[config.mk]
export PLATFORM = sky130hd
export DESIGN_NAME = display_arbiter
export DESIGN_NICKNAME = d
export VERILOG_FILES = /design/src/rtl/disp_pkg.sv /design/src/rtl/rr_arbiter.sv /design/src/rtl/display_arbiter.sv
export SDC_FILE = /design/constraint.sdc
export NUM_CORES = 1
export LEC_CHECK = 0
export BUFFER_PORTS_ARGS = -buffer_cell sky130_fd_sc_hd__buf_2
export CAP_MARGIN = 10
export CELL_PAD_IN_SITES_DETAIL_PLACEMENT = 0
export CELL_PAD_IN_SITES_GLOBAL_PLACEMENT = 2
export CORE_ASPECT_RATIO = 1.4
export CORE_UTILIZATION = 31
export CTS_BUF_LIST = sky130_fd_sc_hd__clkbuf_2 sky130_fd_sc_hd__clkbuf_4 sky130_fd_sc_hd__clkbuf_8
export CTS_CLUSTER_SIZE = 12
export DETAILED_ROUTE_END_ITERATION = 8
export GPL_TIMING_DRIVEN = 0
export MAX_ROUTING_LAYER = met4
export PLACE_DENSITY = 0.94
export SETUP_SLACK_MARGIN = 0.1
export SLEW_MARGIN = 15
export SYNTH_ARGS = -nofsm -noshare
export SYNTH_HDL_FRONTEND = slang
export SYNTH_SLANG_ARGS = --single-unit
[constraint.sdc]
create_clock -name clk -period 3.37 [get_ports clk]
set_input_delay 0.1685 -clock clk [delete_from_list [all_inputs] [get_ports clk]]
set_output_delay 0.1685 -clock clk [all_outputs]
set_load 0.01 [all_outputs]
[src/rtl/disp_pkg.sv]
// rtl/disp_pkg.sv - shared state encoding, sizes and helpers for the display arbiter
package disp_pkg;

    localparam int NUM_SRC          = 4;
    localparam int SRC_W            = 16;
    localparam int DWELL_CYCLES_DEF = 10_000_000;

    typedef enum logic [1:0] {
        ST_IDLE  = 2'd0,
        ST_LOAD  = 2'd1,
        ST_DWELL = 2'd2
    } state_t;

    function automatic logic [NUM_SRC-1:0] onehot(input logic [1:0] idx);
        onehot      = '0;
        onehot[idx] = 1'b1;
    endfunction

endpackage

[src/rtl/rr_arbiter.sv]
// rtl/rr_arbiter.sv - combinational round-robin pick, searching upward from rr_ptr+1
module rr_arbiter
    import disp_pkg::*;
(
    input  logic [NUM_SRC-1:0] req,
    input  logic [1:0]         rr_ptr,
    output logic [1:0]         winner,
    output logic               any_req
);

    logic       found;
    logic [1:0] idx;

    // i = NUM_SRC wraps back to rr_ptr itself, so a lone requester can win again
    always_comb begin
        winner = rr_ptr;
        found  = 1'b0;
        idx    = rr_ptr;
        for (int i = 1; i <= NUM_SRC; i++) begin
            idx = rr_ptr + 2'(i);
            if (!found && req[idx]) begin
                winner = idx;
                found  = 1'b1;
            end
        end
    end

    assign any_req = |req;

endmodule

[src/rtl/display_arbiter.sv]
// rtl/display_arbiter.sv - dwell-based round-robin owner of the seven-segment display; DISP_MANUAL_SEL_EN adds manual pinning
module display_arbiter
    import disp_pkg::*;
#(
    parameter int DWELL_CYCLES = DWELL_CYCLES_DEF,
    parameter int DWELL_W      = 24
) (
    input  logic                     clk,
    input  logic                     reset,
    input  logic [NUM_SRC-1:0]       req,
    input  logic [NUM_SRC*SRC_W-1:0] src_data,
    input  logic                     manual_en,
    input  logic [1:0]               manual_sel,
    output logic [SRC_W-1:0]         data_out,
    output logic                     data_valid,
    output logic [NUM_SRC-1:0]       grant,
    output logic [NUM_SRC-1:0]       ack,
    output logic [1:0]               active_src
);

    localparam logic [DWELL_W-1:0] DWELL_LOAD = DWELL_W'(DWELL_CYCLES - 2);

    state_t               state, state_next;
    logic [DWELL_W-1:0]   cnt, cnt_d;
    logic [1:0]           rr_ptr, rr_ptr_d;
    logic [1:0]           winner;
    logic                 any_req;
    logic [SRC_W-1:0]     data_out_d;
    logic                 data_valid_d;
    logic [NUM_SRC-1:0]   grant_d, ack_d;
    logic [1:0]           active_src_d;

`ifndef DISP_MANUAL_SEL_EN
    logic unused_manual;
    assign unused_manual = ^{manual_en, manual_sel};
`endif

    rr_arbiter u_rr (
        .req     (req),
        .rr_ptr  (rr_ptr),
        .winner  (winner),
        .any_req (any_req)
    );

    always_ff @(posedge clk or posedge reset) begin
        if (reset) state <= ST_IDLE;
        else       state <= state_next;
    end

    always_comb begin
        state_next = state;
        case (state)
            ST_IDLE:  if (any_req) state_next = ST_LOAD;
            ST_LOAD:  state_next = any_req ? ST_DWELL : ST_IDLE;
            ST_DWELL: if (cnt == '0) state_next = any_req ? ST_LOAD : ST_IDLE;
            default:  state_next = ST_IDLE;
        endcase
`ifdef DISP_MANUAL_SEL_EN
        if (manual_en) state_next = ST_IDLE;
`endif
    end

    // Display side holds its last value unless a LOAD captures a new snapshot
    always_comb begin
        data_out_d   = data_out;
        data_valid_d = data_valid;
        grant_d      = grant;
        active_src_d = active_src;
        ack_d        = '0;
        rr_ptr_d     = rr_ptr;
        cnt_d        = cnt;
        case (state)
            ST_IDLE: grant_d = '0;
            ST_LOAD: begin
                if (any_req) begin
                    data_out_d   = src_data[SRC_W*int'(winner) +: SRC_W];
                    data_valid_d = 1'b1;
                    grant_d      = onehot(winner);
                    active_src_d = winner;
                    ack_d        = onehot(winner);
                    rr_ptr_d     = winner;
                    cnt_d        = DWELL_LOAD;
                end else begin
                    grant_d = '0;
                end
            end
            ST_DWELL: begin
                if (cnt != '0)    cnt_d   = cnt - DWELL_W'(1);
                else if (!any_req) grant_d = '0;
            end
            default: grant_d = '0;
        endcase
`ifdef DISP_MANUAL_SEL_EN
        if (manual_en) begin
            data_out_d   = src_data[SRC_W*int'(manual_sel) +: SRC_W];
            data_valid_d = 1'b1;
            grant_d      = onehot(manual_sel);
            active_src_d = manual_sel;
            ack_d        = '0;
            rr_ptr_d     = rr_ptr;
            cnt_d        = '0;
        end
`endif
    end

    always_ff @(posedge clk or posedge reset) begin
        if (reset) begin
            data_out   <= '0;
            data_valid <= 1'b0;
            grant      <= '0;
            ack        <= '0;
            active_src <= 2'd0;
            rr_ptr     <= 2'd3;
            cnt        <= '0;
        end else begin
            data_out   <= data_out_d;
            data_valid <= data_valid_d;
            grant      <= grant_d;
            ack        <= ack_d;
            active_src <= active_src_d;
            rr_ptr     <= rr_ptr_d;
            cnt        <= cnt_d;
        end
    end

endmodule

## Word level (Yosys, flattened, before mapping)

Index checks and enable logic that the tools add are counted.

| word-level totals | value |
|---|---|
| output and inout bits | 27 |
| word-level logic and storage cells | 73 |
| register bits after elaboration | 55 |

| cells by class | value |
|---|---|
| eq/ne operators | 8 |
| muxes and demuxes | 30 |
| shift operators | 1 |
| add/subtract/negate cells | 4 |
| $lt $le $gt $ge | 6 |
| reduce and logical (&&, ||, !) cells | 16 |

Operators by type and width:

| operator | number |
|---|---|
| indexed part select 64 x 7 -> 16 bit | 1 |
| 2-to-1 mux 24 bit | 2 |
| one-hot mux 24 bit (2 select lines) | 1 |
| zero test 24 bit | 1 |
| nonzero test 24 bit | 1 |
| subtractor 24 x 1 -> 24 bit (second input constant) | 1 |
| 2-to-1 mux 4 bit | 4 |
| < comparator 2 x 3 -> 1 bit (second input constant) | 5 |
| 2-to-1 mux 2 bit | 7 |
| inequality test 2 bit (second input constant) | 6 |
| 2-to-1 mux 1 bit | 9 |
| binary-select mux 1 bit (select 2 bit) | 4 |
| one-hot mux 4 bit (2 select lines) | 1 |
| one-hot mux 2 bit (3 select lines) | 1 |
| AND reduction 2 bit | 3 |
| adder 2 bit (second input constant) | 2 |
| logical AND 1 bit | 4 |
| OR reduction 4 bit | 1 |
| zero test 1 bit | 3 |
| AND reduction 3 bit | 1 |
| adder 2 x 1 -> 2 bit (second input constant) | 1 |
| demux 1 bit (select 2 bit) | 1 |
| equality test 2 x 1 -> 1 bit (second input constant) | 1 |
| equality test 2 bit (second input constant) | 1 |
| other kinds (3) | 3 |

## Logic depth before layout (Yosys ltp)

| logic depth | value |
|---|---|
| depth in word-level cells | 19 |
| gate-level depth with buffers | 8 |
| mapped depth without buffers | 7 |

## By module

Synthesis repeated with hierarchy kept, for this count alone.

| unflattened totals | value |
|---|---|
| cells, all modules | 300 |
| area, all modules | 2986.6 um2 |

Modules (own cells, without submodules):

| module | times used | area an instance (um2) | cells an instance |
|---|---|---|---|
| display_arbiter | 1 | 2914.0 | 286 |
| rr_arbiter | 1 | 72.6 | 14 |

## Least setup slack after synthesis

Ideal clock, no wire load.

| path | value |
|---|---|
| kind | register to register |
| start point | reg rr_ptr[1] |
| end point | reg data_out[12] |
| setup slack | 0.868 ns |
| required time | 3.228 ns |
| cell stages (with the launch flop) | 9 |
| clock period less this slack | 2.502 ns |
| arrival | 2.360 ns |
| buffers on the path | 3 |
| cells stage by stage | dfstp_2 > clkbuf_1 > mux2i_1 > nor2_1 > a221oi_1 > clkbuf_1 > buf_2 > mux2i_1 > o221ai_1 |

| between the ends | value |
|---|---|
| word-level cells in the longest chain between the ends | 14 |
| elaborated cells on any way between the ends | 25 |

Ends and longest elaborated chain:

| element | RTL line | text |
|---|---|---|
| start, declared | display_arbiter.sv:25 | `logic [1:0] rr_ptr, rr_ptr_d;` |
| start signal, assigned | display_arbiter.sv:121 | `rr_ptr <= rr_ptr_d;` |
| adder 2 x 1 -> 2 bit | rr_arbiter.sv:20 | `idx = rr_ptr + 2'(i);` |
| binary-select mux 1 bit (select 2 bit) | rr_arbiter.sv:21 | `if (!found && req[idx]) begin` |
| 2-to-1 mux 1 bit (not written as such) | rr_arbiter.sv:21 |  |
| 2-to-1 mux 1 bit | rr_arbiter.sv:21 |  |
| zero test 1 bit | rr_arbiter.sv:21 |  |
| logical AND 1 bit | rr_arbiter.sv:21 |  |
| 2-to-1 mux 1 bit | rr_arbiter.sv:21 |  |
| zero test 1 bit | rr_arbiter.sv:21 |  |
| logical AND 1 bit | rr_arbiter.sv:21 |  |
| 2-to-1 mux 1 bit | rr_arbiter.sv:21 |  |
| zero test 1 bit | rr_arbiter.sv:21 |  |
| logical AND 1 bit | rr_arbiter.sv:21 |  |
| 2-to-1 mux 2 bit * | rr_arbiter.sv:21 |  |
| indexed part select 64 x 7 -> 16 bit * | display_arbiter.sv:76 | `data_out_d = src_data[SRC_W*int'(winner) +: SRC_W];` |
| end signal, assigned | display_arbiter.sv:116 | `data_out <= data_out_d;` |
| end, declared | display_arbiter.sv:14 | `output logic [SRC_W-1:0] data_out,` |

Every way passes the cells marked *; elsewhere a longest branch is shown, timed or not. The select of a mux whose other input is x is not followed.
A chain may end at the register's enable or synchronous reset.

## Worst setup path in the final report

| path | value |
|---|---|
| start point | reg cnt[18] |
| end point | reg cnt[18] |

| between the ends | value |
|---|---|
| word-level cells in the longest chain between the ends | 3 |
| elaborated cells on any way between the ends | 6 |

Ends and longest elaborated chain:

| element | RTL line | text |
|---|---|---|
| start, declared | display_arbiter.sv:24 | `logic [DWELL_W-1:0] cnt, cnt_d;` |
| start signal, assigned | display_arbiter.sv:122 | `cnt <= cnt_d;` |
| subtractor 24 x 1 -> 24 bit / nonzero test 24 bit (equally long branches) | display_arbiter.sv:88 | `if (cnt != '0) cnt_d = cnt - DWELL_W'(1);` |
| 2-to-1 mux 24 bit / inequality test 2 bit (equally long branches) | -- |  |
| one-hot mux 24 bit (2 select lines) / AND reduction 3 bit (equally long branches) | -- |  |

Several ways; a longest one is shown, not always the timed one. The select of a mux whose other input is x is not followed.

==> flow_summary_export.csv <==
group,metric,value,unit
power,p_leak,1.73,nW
global_route,overflow,0,
worst_setup_path,cp-endpoint,"cnt[18]",
finish,area_growth_syn_to_layout,27.0,%
sta,slew_violations,0,
drt,dr_wl_met2,4150,microns
power,ir_drop,0.211,mV
run,drv_cap,0,
drt,vias,2675,
logic_synthesis,netlist_area,2910,sq um
place,port_buffers,96,
sta,finalSetupTns,0,ns
cts,clk_transition_reported_paths,0.10,ns
global_route,grt_pass1_vias,2690,
logic_synthesis,ys.flop_type,"dfrtp_1",
worst_setup_path,reg2reg_slack,0.28,ns
drt,drt-initial-drc-count,95,
cts,postCtsSetupRepairBufs,0,
sta,timing.final.crit_share,0.917,
worst_setup_path,worst-path-max-fanout,10,
finish,n_antenna_cell,0,
sta,setup_viol,0,
logic_synthesis,ys_seq_area_frac,0.474,
drt,wl_met1,3180,microns
logic_synthesis,synth.avg_cell_area,9.95,sq um
global_route,track_usage,0.172,
global_route,grt_first_pass_wirelength,12900,microns
min_path,hp-class,"in2reg",
floorplanning,num_rows,41,
worst_setup_path,cp.required,3.62,ns
cts,clkLatencyLatePin,0.32,ns
global_route,antenna_found_initial,0,
sta,tightest_slew,0.791,ns
worst_setup_path,cp-startpoint,"cnt[18]",
drt,wl_per_cell,15.5,microns
floorplanning,num_io_pins,100,
finish,layout_common_cells,"buf_2 (97), dfrtp_1 (53), mux2i_1 (35)",
logic_synthesis,ys_types,38,
logic_synthesis,syn_inst,292,
worst_setup_path,start_kind,"register",
worst_setup_path,reg2reg_to,"cnt[18]",
drt,route.detailed.drc,0,
sta,period_minus_slack,3.09,ns
place,hpwl,5810,microns
place,gp_congestion,0.813,
drt,top_layer,"met4",
place,dp.cells,496,
power,pwr_density_cell,353,nW/um^2
worst_setup_path,crit_arrival,3.34,ns
status,outcome,"complete, no violations",
sta,fmax,323,MHz
cts,cts_sinks,55,
logic_synthesis,synth-edff-count,0,
finish,finalNetCount,472,
worst_setup_path,critPathKind,"reg2reg",
floorplanning,die_h,117,microns
drt,ant_nets,0,
worst_setup_path,r2r_cells,6,
global_route,grt_start_max_net_pins,33,
floorplanning,fp.dieW,83.8,microns
sta,rsz0062_at_grt,"false",
logic_synthesis,ys_ff_latch,55,
cts,htreeDepth,2,
logic_synthesis,synthArstFlopShare,1.00,
drt,routed_wl,7830,microns
floorplanning,initial_core_util,0.320,
logic_synthesis,synth_nets,367,
drt,wl_met3,351,microns
drt,dr.pass1.iters,4,
cts,cts_buffers,5,
drt,via_per_inst,5.30,
cts,cts_tree,"built",
sta,relSlewSlack,0.468,
finish,drive_gt1_frac,0.289,
worst_setup_path,endpoint_kind,"register",
worst_setup_path,reg2reg_from,"cnt[18]",
sta,fin_skew,0.00599,ns
power,totalPowerFinal,1.30,mW
cts,cts.path.max_buffers,2,
floorplanning,core,9080,sq um
finish,final_common_cell,"buf_2",
cts,cts_root_buffer,"clkbuf_8",
sta,hold_violations,0,
finish,layoutNonFillerInstCount,505,
logic_synthesis,synth_warnings,0,
finish,fillers,900,
floorplanning,dieArea,9770,sq um
==> timing repair <==
| item | CTS | global route |
|---|---|---|
| hold buffers | 1 | 0 |
| endpoints found under the hold margin | 23 | 0 |
| resized for setup | 0 | 0 |
==> worst min-delay path by stage <==
| stage | to | start | depth (start not counted) | slack (ns) |
|---|---|---|---|---|
| 6_report | data_out[10] | src_data[58] | 3 | 0.15 |
| 5_1_grt | data_out[2] | src_data[50] | 3 | 0.16 |
| 4_1_cts | data_out[8] | src_data[24] | 3 | 0.15 |
| 3_5_place_dp | ack[3] | reset | 2 | 0.25 |
| 3_3_place_gp | data_valid | data_valid | 1 | 0.45 |
| 2_1_floorplan | data_out[8] | src_data[24] | 2 | 0.38 |
==> critical path, stage by stage (launching register included) <==
cell,delay (ns)
dfrtp_1,0.41
nor4_1,0.70
nand4_1,0.42
a21oi_1,0.71
clkbuf_1,0.44
o21ai_0,0.18
a21oi_1,0.15
==> area by class of cell <==
class                           instances  area (sq um)  share of cell area
Multi-Input combinational cell        207          1410               0.382
Sequential cell                        55          1380               0.373
Timing Repair Buffer                   98           510               0.138
Tap cell                              107           134              0.0363
Buffer                                 20          83.8              0.0227
Clock buffer                            6          76.3              0.0207
Clock inverter                          2          60.1              0.0163
Inverter                               10          37.5              0.0102
==> power by group <==
part	total [mW]	switching (mW)	leakage (nW)	internal, mW
clock	0.535	0.230	0.0688	0.305
sequential	0.660	0	0.700	0.660
combinational	0.108	0.0532	0.964	0.0551
==> registers in the layout, indices dropped and copies added (netlist names) <==
signal,cells
data_valid,1
state,2
rr_ptr,2
ack,4
active_src,2
cnt,24
data_out,16
grant,4
==> Yosys cell counts, types with 9 or more instances <==
cell      count  area share
dfrtp_1      53        0.46
mux2i_1      35        0.12
nand3_1       9       0.015
nor2_1       13       0.017
clkbuf_1     18       0.023
inv_1        10       0.013
or4_1        10       0.026
o221ai_1     16       0.048
nand2_1      31       0.040
or3_1        11       0.024
a21oi_1      13       0.022
o21ai_0      12       0.021
==> per-stage QoR <==
step | util | hold WS [ns] | cell area, sq um | setup slack [ns]
after global placement | 0.388 | 0.449 | 3520 | 0.397
after CTS | 0.406 | 0.147 | 3690 | 0.277
final | 0.407 | 0.150 | 3690 | 0.278
after global routing | 0.407 | 0.159 | 3690 | 0.106
after floorplan | - | 0.378 | 2910 | 0.868
after detailed placement | 0.390 | 0.254 | 3540 | 0.300
==> kinds of logic after synthesis <==
logic type                 after synthesis  share of synthesized area
muxes                                   35                      0.121
adders and majority gates                2                    0.00861
AOI/OAI and AO/OA                       62                      0.150
and+or+nand+nor                        105                      0.195
xor gates and xnor gates                 3                    0.00904
buffers and inverters                   30                     0.0418
DFF                                     55                      0.474
==> layer usage <==
layer,up-vias,GRT usage
li1,1301,-
met1,1276,0.182
met2,87,0.322
met3,11,0.0290
met4,0,0.0621
met5,-,-
(Power assumes the default switching activity.)
